==> src/rtl/rf_pkg.sv <==
// Shared types and sizes for the register-file write-back path.
// Latency: n/a (types and constants only).
// Backpressure: n/a.
package rf_pkg;

    localparam int REG_AW   = 5;
    localparam int DATA_W   = 32;
    localparam int NUM_REGS = 32;

    // One queued register-file write
    typedef struct packed {
        logic              valid;
        logic [REG_AW-1:0] wr;
        logic [DATA_W-1:0] wd;
    } rf_entry_t;

endpackage

==> src/rtl/rf_wb_fifo.sv <==
// Generic DEPTH-entry FIFO of register writes with per-entry valid/dest vectors exposed.
// Latency: a push at edge N is visible at the head from cycle N+1; head data is combinational.
// Backpressure: push ignored while full, pop ignored while empty; caller derives ready from full.
//
// Ports: clk/rst_n (async active-low); push/push_wr/push_wd enqueue; pop dequeues the head;
// head_wr/head_wd raw head contents; count/full/empty occupancy; vld_vec/wr_vec per-slot
// valid and destination. With RF_WB_FORWARD_EN defined, ents (all slots) and rd_ptr are
// also exported for the forwarding lookup.
module rf_wb_fifo
    import rf_pkg::*;
#(
    parameter int DEPTH = 4,
    parameter int AW    = 2
) (
    input  logic                           clk,
    input  logic                           rst_n,
    input  logic                           push,
    input  logic [REG_AW-1:0]              push_wr,
    input  logic [DATA_W-1:0]              push_wd,
    input  logic                           pop,
    output logic [REG_AW-1:0]              head_wr,
    output logic [DATA_W-1:0]              head_wd,
    output logic [AW:0]                    count,
    output logic                           full,
    output logic                           empty,
    output logic [DEPTH-1:0]               vld_vec,
    output logic [DEPTH-1:0][REG_AW-1:0]   wr_vec
`ifdef RF_WB_FORWARD_EN
    ,
    output rf_entry_t [DEPTH-1:0]          ents,
    output logic [AW-1:0]                  rd_ptr
`endif
);

    rf_entry_t [DEPTH-1:0] slots;
    logic [AW-1:0]         wr_p;
    logic [AW-1:0]         rd_p;
    logic [AW:0]           cnt;
    logic                  do_push;
    logic                  do_pop;

    assign full    = (cnt == (AW+1)'(DEPTH));
    assign empty   = (cnt == '0);
    assign do_push = push && !full;
    assign do_pop  = pop && !empty;
    assign count   = cnt;
    assign head_wr = slots[rd_p].wr;
    assign head_wd = slots[rd_p].wd;

`ifdef RF_WB_FORWARD_EN
    assign ents   = slots;
    assign rd_ptr = rd_p;
`endif

    always_comb begin
        vld_vec = '0;
        wr_vec  = '0;
        for (int i = 0; i < DEPTH; i++) begin
            vld_vec[i] = slots[i].valid;
            wr_vec[i]  = slots[i].wr;
        end
    end

    // Pointers are AW bits wide, so they wrap modulo DEPTH naturally.
    // A pop and a push never address the same slot: a pop needs a non-empty
    // queue and a push needs a non-full one, so wr_p != rd_p whenever both fire.
    always_ff @(posedge clk or negedge rst_n) begin
        if (!rst_n) begin
            slots <= '0;
            wr_p  <= '0;
            rd_p  <= '0;
            cnt   <= '0;
        end else begin
            if (do_pop) begin
                slots[rd_p].valid <= 1'b0;
                rd_p              <= rd_p + AW'(1);
            end
            if (do_push) begin
                slots[wr_p] <= '{valid: 1'b1, wr: push_wr, wd: push_wd};
                wr_p        <= wr_p + AW'(1);
            end
            case ({do_push, do_pop})
                2'b10:   cnt <= cnt + (AW+1)'(1);
                2'b01:   cnt <= cnt - (AW+1)'(1);
                default: cnt <= cnt;
            endcase
        end
    end

endmodule

==> src/rtl/rf_writeback_queue.sv <==
// Write-back front end: arbitrates ALU/load results into a FIFO and retires one RF write per cycle.
// Latency: result accepted at edge N drives rf_* in cycle N+1 and is written at edge N+1.
// Backpressure: loads win; mem_ready = !full, alu_ready = !full && !mem_valid.
//
// Ports: clk, rst_n (async active-low); alu_valid/alu_ready/alu_wr/alu_wd and
// mem_valid/mem_ready/mem_wr/mem_wd producer handshakes; rf_wr/rf_wd/rf_we drive the
// register file write port; pend_mask is the in-flight destination scoreboard;
// count/full/empty report occupancy.
// Optional: define RF_WB_FORWARD_EN to add fwd_rr/fwd_hit/fwd_data, a combinational
// lookup returning the youngest queued data for a register.
module rf_writeback_queue
    import rf_pkg::*;
#(
    parameter int DEPTH = 4,
    parameter int AW    = 2
) (
    input  logic                clk,
    input  logic                rst_n,
    input  logic                alu_valid,
    output logic                alu_ready,
    input  logic [REG_AW-1:0]   alu_wr,
    input  logic [DATA_W-1:0]   alu_wd,
    input  logic                mem_valid,
    output logic                mem_ready,
    input  logic [REG_AW-1:0]   mem_wr,
    input  logic [DATA_W-1:0]   mem_wd,
    output logic [REG_AW-1:0]   rf_wr,
    output logic [DATA_W-1:0]   rf_wd,
    output logic                rf_we,
    output logic [NUM_REGS-1:0] pend_mask,
    output logic [AW:0]         count,
    output logic                full,
    output logic                empty
`ifdef RF_WB_FORWARD_EN
    ,
    input  logic [REG_AW-1:0]   fwd_rr,
    output logic                fwd_hit,
    output logic [DATA_W-1:0]   fwd_data
`endif
);

    logic                         mem_acc;
    logic                         alu_acc;
    logic [REG_AW-1:0]            sel_wr;
    logic [DATA_W-1:0]            sel_wd;
    logic                         fifo_push;
    logic                         fifo_pop;
    logic [REG_AW-1:0]            head_wr;
    logic [DATA_W-1:0]            head_wd;
    logic [DEPTH-1:0]             vld_vec;
    logic [DEPTH-1:0][REG_AW-1:0] wr_vec;

`ifdef RF_WB_FORWARD_EN
    rf_entry_t [DEPTH-1:0]        ents;
    logic [AW-1:0]                rd_ptr;
    logic [AW-1:0]                fwd_idx;
`endif

    assign mem_ready = !full;
    assign alu_ready = !full && !mem_valid;
    assign mem_acc   = mem_valid && mem_ready;
    assign alu_acc   = alu_valid && alu_ready;
    assign sel_wr    = mem_acc ? mem_wr : alu_wr;
    assign sel_wd    = mem_acc ? mem_wd : alu_wd;

    // Writes to $0 complete the handshake but are dropped here.
    assign fifo_push = (mem_acc || alu_acc) && (sel_wr != '0);

    // The register file never stalls, so the head retires every non-empty cycle.
    assign fifo_pop  = !empty;

    assign rf_we = !empty;
    assign rf_wr = empty ? '0 : head_wr;
    assign rf_wd = empty ? '0 : head_wd;

    rf_wb_fifo #(
        .DEPTH (DEPTH),
        .AW    (AW)
    ) u_fifo (
        .clk     (clk),
        .rst_n   (rst_n),
        .push    (fifo_push),
        .push_wr (sel_wr),
        .push_wd (sel_wd),
        .pop     (fifo_pop),
        .head_wr (head_wr),
        .head_wd (head_wd),
        .count   (count),
        .full    (full),
        .empty   (empty),
        .vld_vec (vld_vec),
        .wr_vec  (wr_vec)
`ifdef RF_WB_FORWARD_EN
        ,
        .ents    (ents),
        .rd_ptr  (rd_ptr)
`endif
    );

    // Scoreboard: includes the head while it is being presented.
    always_comb begin
        pend_mask = '0;
        for (int i = 0; i < DEPTH; i++) begin
            if (vld_vec[i]) begin
                pend_mask[wr_vec[i]] = 1'b1;
            end
        end
    end

`ifdef RF_WB_FORWARD_EN
    // Walk oldest to youngest so the last match (the youngest) wins.
    always_comb begin
        fwd_hit  = 1'b0;
        fwd_data = '0;
        fwd_idx  = '0;
        if (fwd_rr != '0) begin
            for (int i = 0; i < DEPTH; i++) begin
                fwd_idx = rd_ptr + AW'(i);
                if (ents[fwd_idx].valid && (ents[fwd_idx].wr == fwd_rr)) begin
                    fwd_hit  = 1'b1;
                    fwd_data = ents[fwd_idx].wd;
                end
            end
        end
    end
`endif

endmodule
==> config.mk <==
export PLATFORM = sky130hd
export DESIGN_NAME = rf_writeback_queue
export DESIGN_NICKNAME = d
export VERILOG_FILES = /design/src/rtl/rf_pkg.sv /design/src/rtl/rf_wb_fifo.sv /design/src/rtl/rf_writeback_queue.sv
export SDC_FILE = /design/constraint.sdc
export NUM_CORES = 1
export LEC_CHECK = 0
export BUFFER_PORTS_ARGS = -buffer_cell sky130_fd_sc_hd__buf_2
export CAP_MARGIN = 20
export CORE_ASPECT_RATIO = 1.25
export CORE_MARGIN = 2
export CORE_UTILIZATION = 60
export DETAILED_ROUTE_END_ITERATION = 10
export PLACE_DENSITY = 0.95
export SYNTH_ARGS = -nofsm -noshare
export SYNTH_HDL_FRONTEND = slang
export SYNTH_SLANG_ARGS = --single-unit
==> constraint.sdc <==
create_clock -name clk -period 3.6 [get_ports clk]
set_input_delay 0.18 -clock clk [delete_from_list [all_inputs] [get_ports clk]]
set_output_delay 0.18 -clock clk [all_outputs]
set_load 0.02 [all_outputs]
==> metrics.md <==
| Metric | Value |
|---|---|
| CP max FO | 22 |
| CP Capture Type | output pin |
| DRT iter0 DRCs | 740 |
| Net Switching | 0.00467 W |
| Leakage | approximately 4.7 nW |
| Post-route DRC | 0 |
| Critical path, cell by cell | buf_12 -> mux4_2 -> and2_1 -> buf_2 |
| Final GP Congestion | 0.951 |
| Crit path DAT | about 2.5 ns |
| Register area share after synthesis | 0.436 |
| Final ANT Viol Nets | 0 |
| Worst-Margin Slew | ~1.1 ns |
| Worst IR drop on VDD | 805 uV |
| Final total power | 0.0118 W |
| Die area | 0.0162 sq mm |
| Syn Nets | about 760 |
| Final Util | 0.713 |
| DR WL/cell | approximately 24 um |
| Setup CP Type | reg -> out |
| Final Hold Viols | 0 |
| Post-CTS Setup Inserts | 0 |
| MaxCap Viol Count | 0 |
| Root buffer cell | clkbuf_16 |
| Status | complete, no violations |
| Sum of negative setup slack | 0 ns |
| DP Worst Slack | 1.02 ns |
| Comb power frac | 0.507 |
| Relative slew slack | 0.245 |
| R2R cell count | 5 |
| Detailed placement HPWL | roughly 15 mm |
| Number of global-route vias before repair | 6,878 |
| Net Sw Frac | 0.396 |
| Sequential share of power | 0.317 |
| GR Overflow Total | 0 |
| YS warnings | 0 |
| FMAX | between 0.3 and 0.4 GHz |
| P&R area growth vs syn | 16.9% |
| Vias per inst | 6.54 |
| Power per Cell Area | 1110 mW/mm^2 |
| Core region area | around 0.015 sq mm |
| First-pass GRT wire length | 38.2 mm |
| Tmin final | approximately 2.7 ns |
| Initial core utilization | 0.610 |
| Cell with the most instances after synthesis | dfrtp_1 |
| Period utilisation layout | 0.744 |
| Max H-tree Level | 4 |
| Min-delay worst type | in -> reg |
| CTS tree | built |
| Final wirelength | ~24 mm |
| Clk_lat worst skew | 0.43 ns |
| Cell with the largest stage delay on the worst path | dfrtp_2 |
| Clk_skew | a little over 0.01 ns |
| P_int | around 0.0071 W |
| Critical path data required time | between 3 and 4 ns |
| Netlist cell types | 40 |
| Row count | 50 |
| GRT Overall Usage | 0.310 |
| Startpoint types | flop |
| Clock Pin Slew Worst Setup and Hold Paths | around 0.06 ns |
| Final Max Tran Viols | 0 |
| Cell Area, Synth | 0.00912 sq mm |
| Post-cts repair resize count | 0 |
| PortBufs | 154 |
| Layout cells sized above 1 | 0.537 |
| DIE WIDTH | 114 um |
| Crit path largest cell delay | between 0.8 and 0.9 ns |
| Hold Path Stages | 3 |
| Leading area contributor after synthesis | dfrtp_1 |
| Clock share of power | 0.176 |
| Yosys reg bits | 159 |
| Die height | 142 um |
| IO Count | 155 |
| Syn avg cell area | approximately 14 sq um |
| Antenna diode count | 0 |
| Pin count of the biggest net entering global routing | 88 |
| Commonest cells post-synth | dfrtp_1 (159), mux2_2 (110), mux2_4 (76) |
| Fillcell total | 935 |
| Ys async rst share | 1.00 |
| Nets@finish | 891 |
| Inserted Clock Buffers | 17 |
| Ranking of synthesized cells by area | dfrtp_1 (44%), mux2_2 (14%), mux2_4 (13%) |
| Sink Count | around 160 |
| Initial antenna violation count | 0 |
| Gate Count Post-Synth | 668 |
| # setup viols final | 0 |
| CTS max path bufs | 2 |
| Routed via count | about 6.5k |
| Synth top area share | 0.436 |
| Worst Setup Slack, final | 0.922 ns |
| RSZ-0062 raised after global routing | false |
| Number of synthesized flops with an enable pin | 0 |
| Router iterations before antenna repair | 6 |
| Ys flop type | dfrtp_1 |
stage by stage:
| step | hold slack, ns | area (sq um) | std cells |
|---|---|---|---|
| floorplan | -0.116 | 9120 | 668 |
| global placement | 0.289 | 9940 | 965 |
| detailed placement | 0.298 | 9940 | 965 |
| CTS | 0.165 | 10600 | 998 |
| global route | 0.179 | 10700 | 999 |
| finish | 0.169 | 10700 | 999 |
layer usage:
layer,track usage,vias up,part of all wire
met4,0.121,0,0.028
li1,-,2770,-
met1,0.398,3317,0.39
met3,0.0500,69,0.064
met5,0,-,0
met2,0.527,374,0.51
flip-flops by register name, summed over array words and instances (netlist names):
| register | count |
|---|---|
| u_fifo.vld_vec | 4 |
| u_fifo.count | 3 |
| u_fifo.slots | 128 |
| u_fifo.wr_p | 2 |
| u_fifo.wr_vec | 20 |
| u_fifo.rd_p | 2 |
layout make-up:
cell class / instances / area (sq um) / area share
repair buffers: 167 / 910 / 0.0853
clock inverters: 11 / 200 / 0.0188
multi-input cells: 450 / 4830 / 0.453
flip-flops and latches: 159 / 3980 / 0.373
clock buffers: 21 / 480 / 0.0451
well taps: 182 / 228 / 0.0214
inverters: 9 / 33.8 / 0.00317
path summary, 6_finish.rpt:
path                                              start                       endpoint  slack [ns]
setup / recovery             u_fifo.rd_p[0]$_DFFE_PN0N_                       rf_wr[4]        0.92
setup reg to reg            u_fifo.count[2]$_DFFE_PN0P_  u_fifo.slots[123]$_DFFE_PN0P_        0.96
min in group asynchronous                         rst_n  u_fifo.slots[122]$_DFFE_PN0P_        0.36
hold / removal                                alu_wd[0]   u_fifo.slots[38]$_DFFE_PN0P_        0.17
max in group asynchronous                         rst_n   u_fifo.slots[27]$_DFFE_PN0P_        2.30
hold reg to reg            u_fifo.slots[69]$_DFFE_PN0P_   u_fifo.slots[69]$_DFFE_PN0P_        0.51
placed cells by master (no fill, tap or decap), drive strengths merged, types with 9 or more instances in the layout:
cell,synthesis,final
mux4,37,37
nor3b,10,10
nand3b,9,9
inv,9,12
mux2,186,186
nor2,14,14
and2,39,39
buf,26,166
clkbuf,24,21
a21oi,9,9
o221ai,19,19
nand2,29,29
dfrtp,159,159
o211ai,11,11
a22oi,23,23
timing repair:
item,in CTS,in global routing
setup endpoints to repair,0,0
hold buffers,1,0
endpoints found under the hold margin,84,0
kinds of logic after synthesis:
kind of cell | synth area share
AOI/OAI and AO/OA | 0.0706
xor gates and xnor gates | 0.00288
adders and majority gates | 0.0132
buffers and inverters | 0.0378
DFF | 0.436
muxes | 0.352
and+or+nand+nor | 0.0872
critical path, delay by kind of cell (launching register included):
family	cells	cell delay [ns]
flip-flops	1	0.86
buffers and inverters	2	0.47
AND/OR/NAND/NOR	1	0.19
multiplexers	1	0.53
power groups by stage:
stage	sequential (W)	combinational (W)	clock, W
detailed placement	0.00365	0.00583	0
finish	0.00375	0.00598	0.00207
global placement	0.00356	0.00568	0
global route	0.00385	0.00630	0.00215
floorplan	0.00313	0.00477	0
CTS	0.00371	0.00595	0.00207
Note: power is estimated with default switching activity, not from simulation.
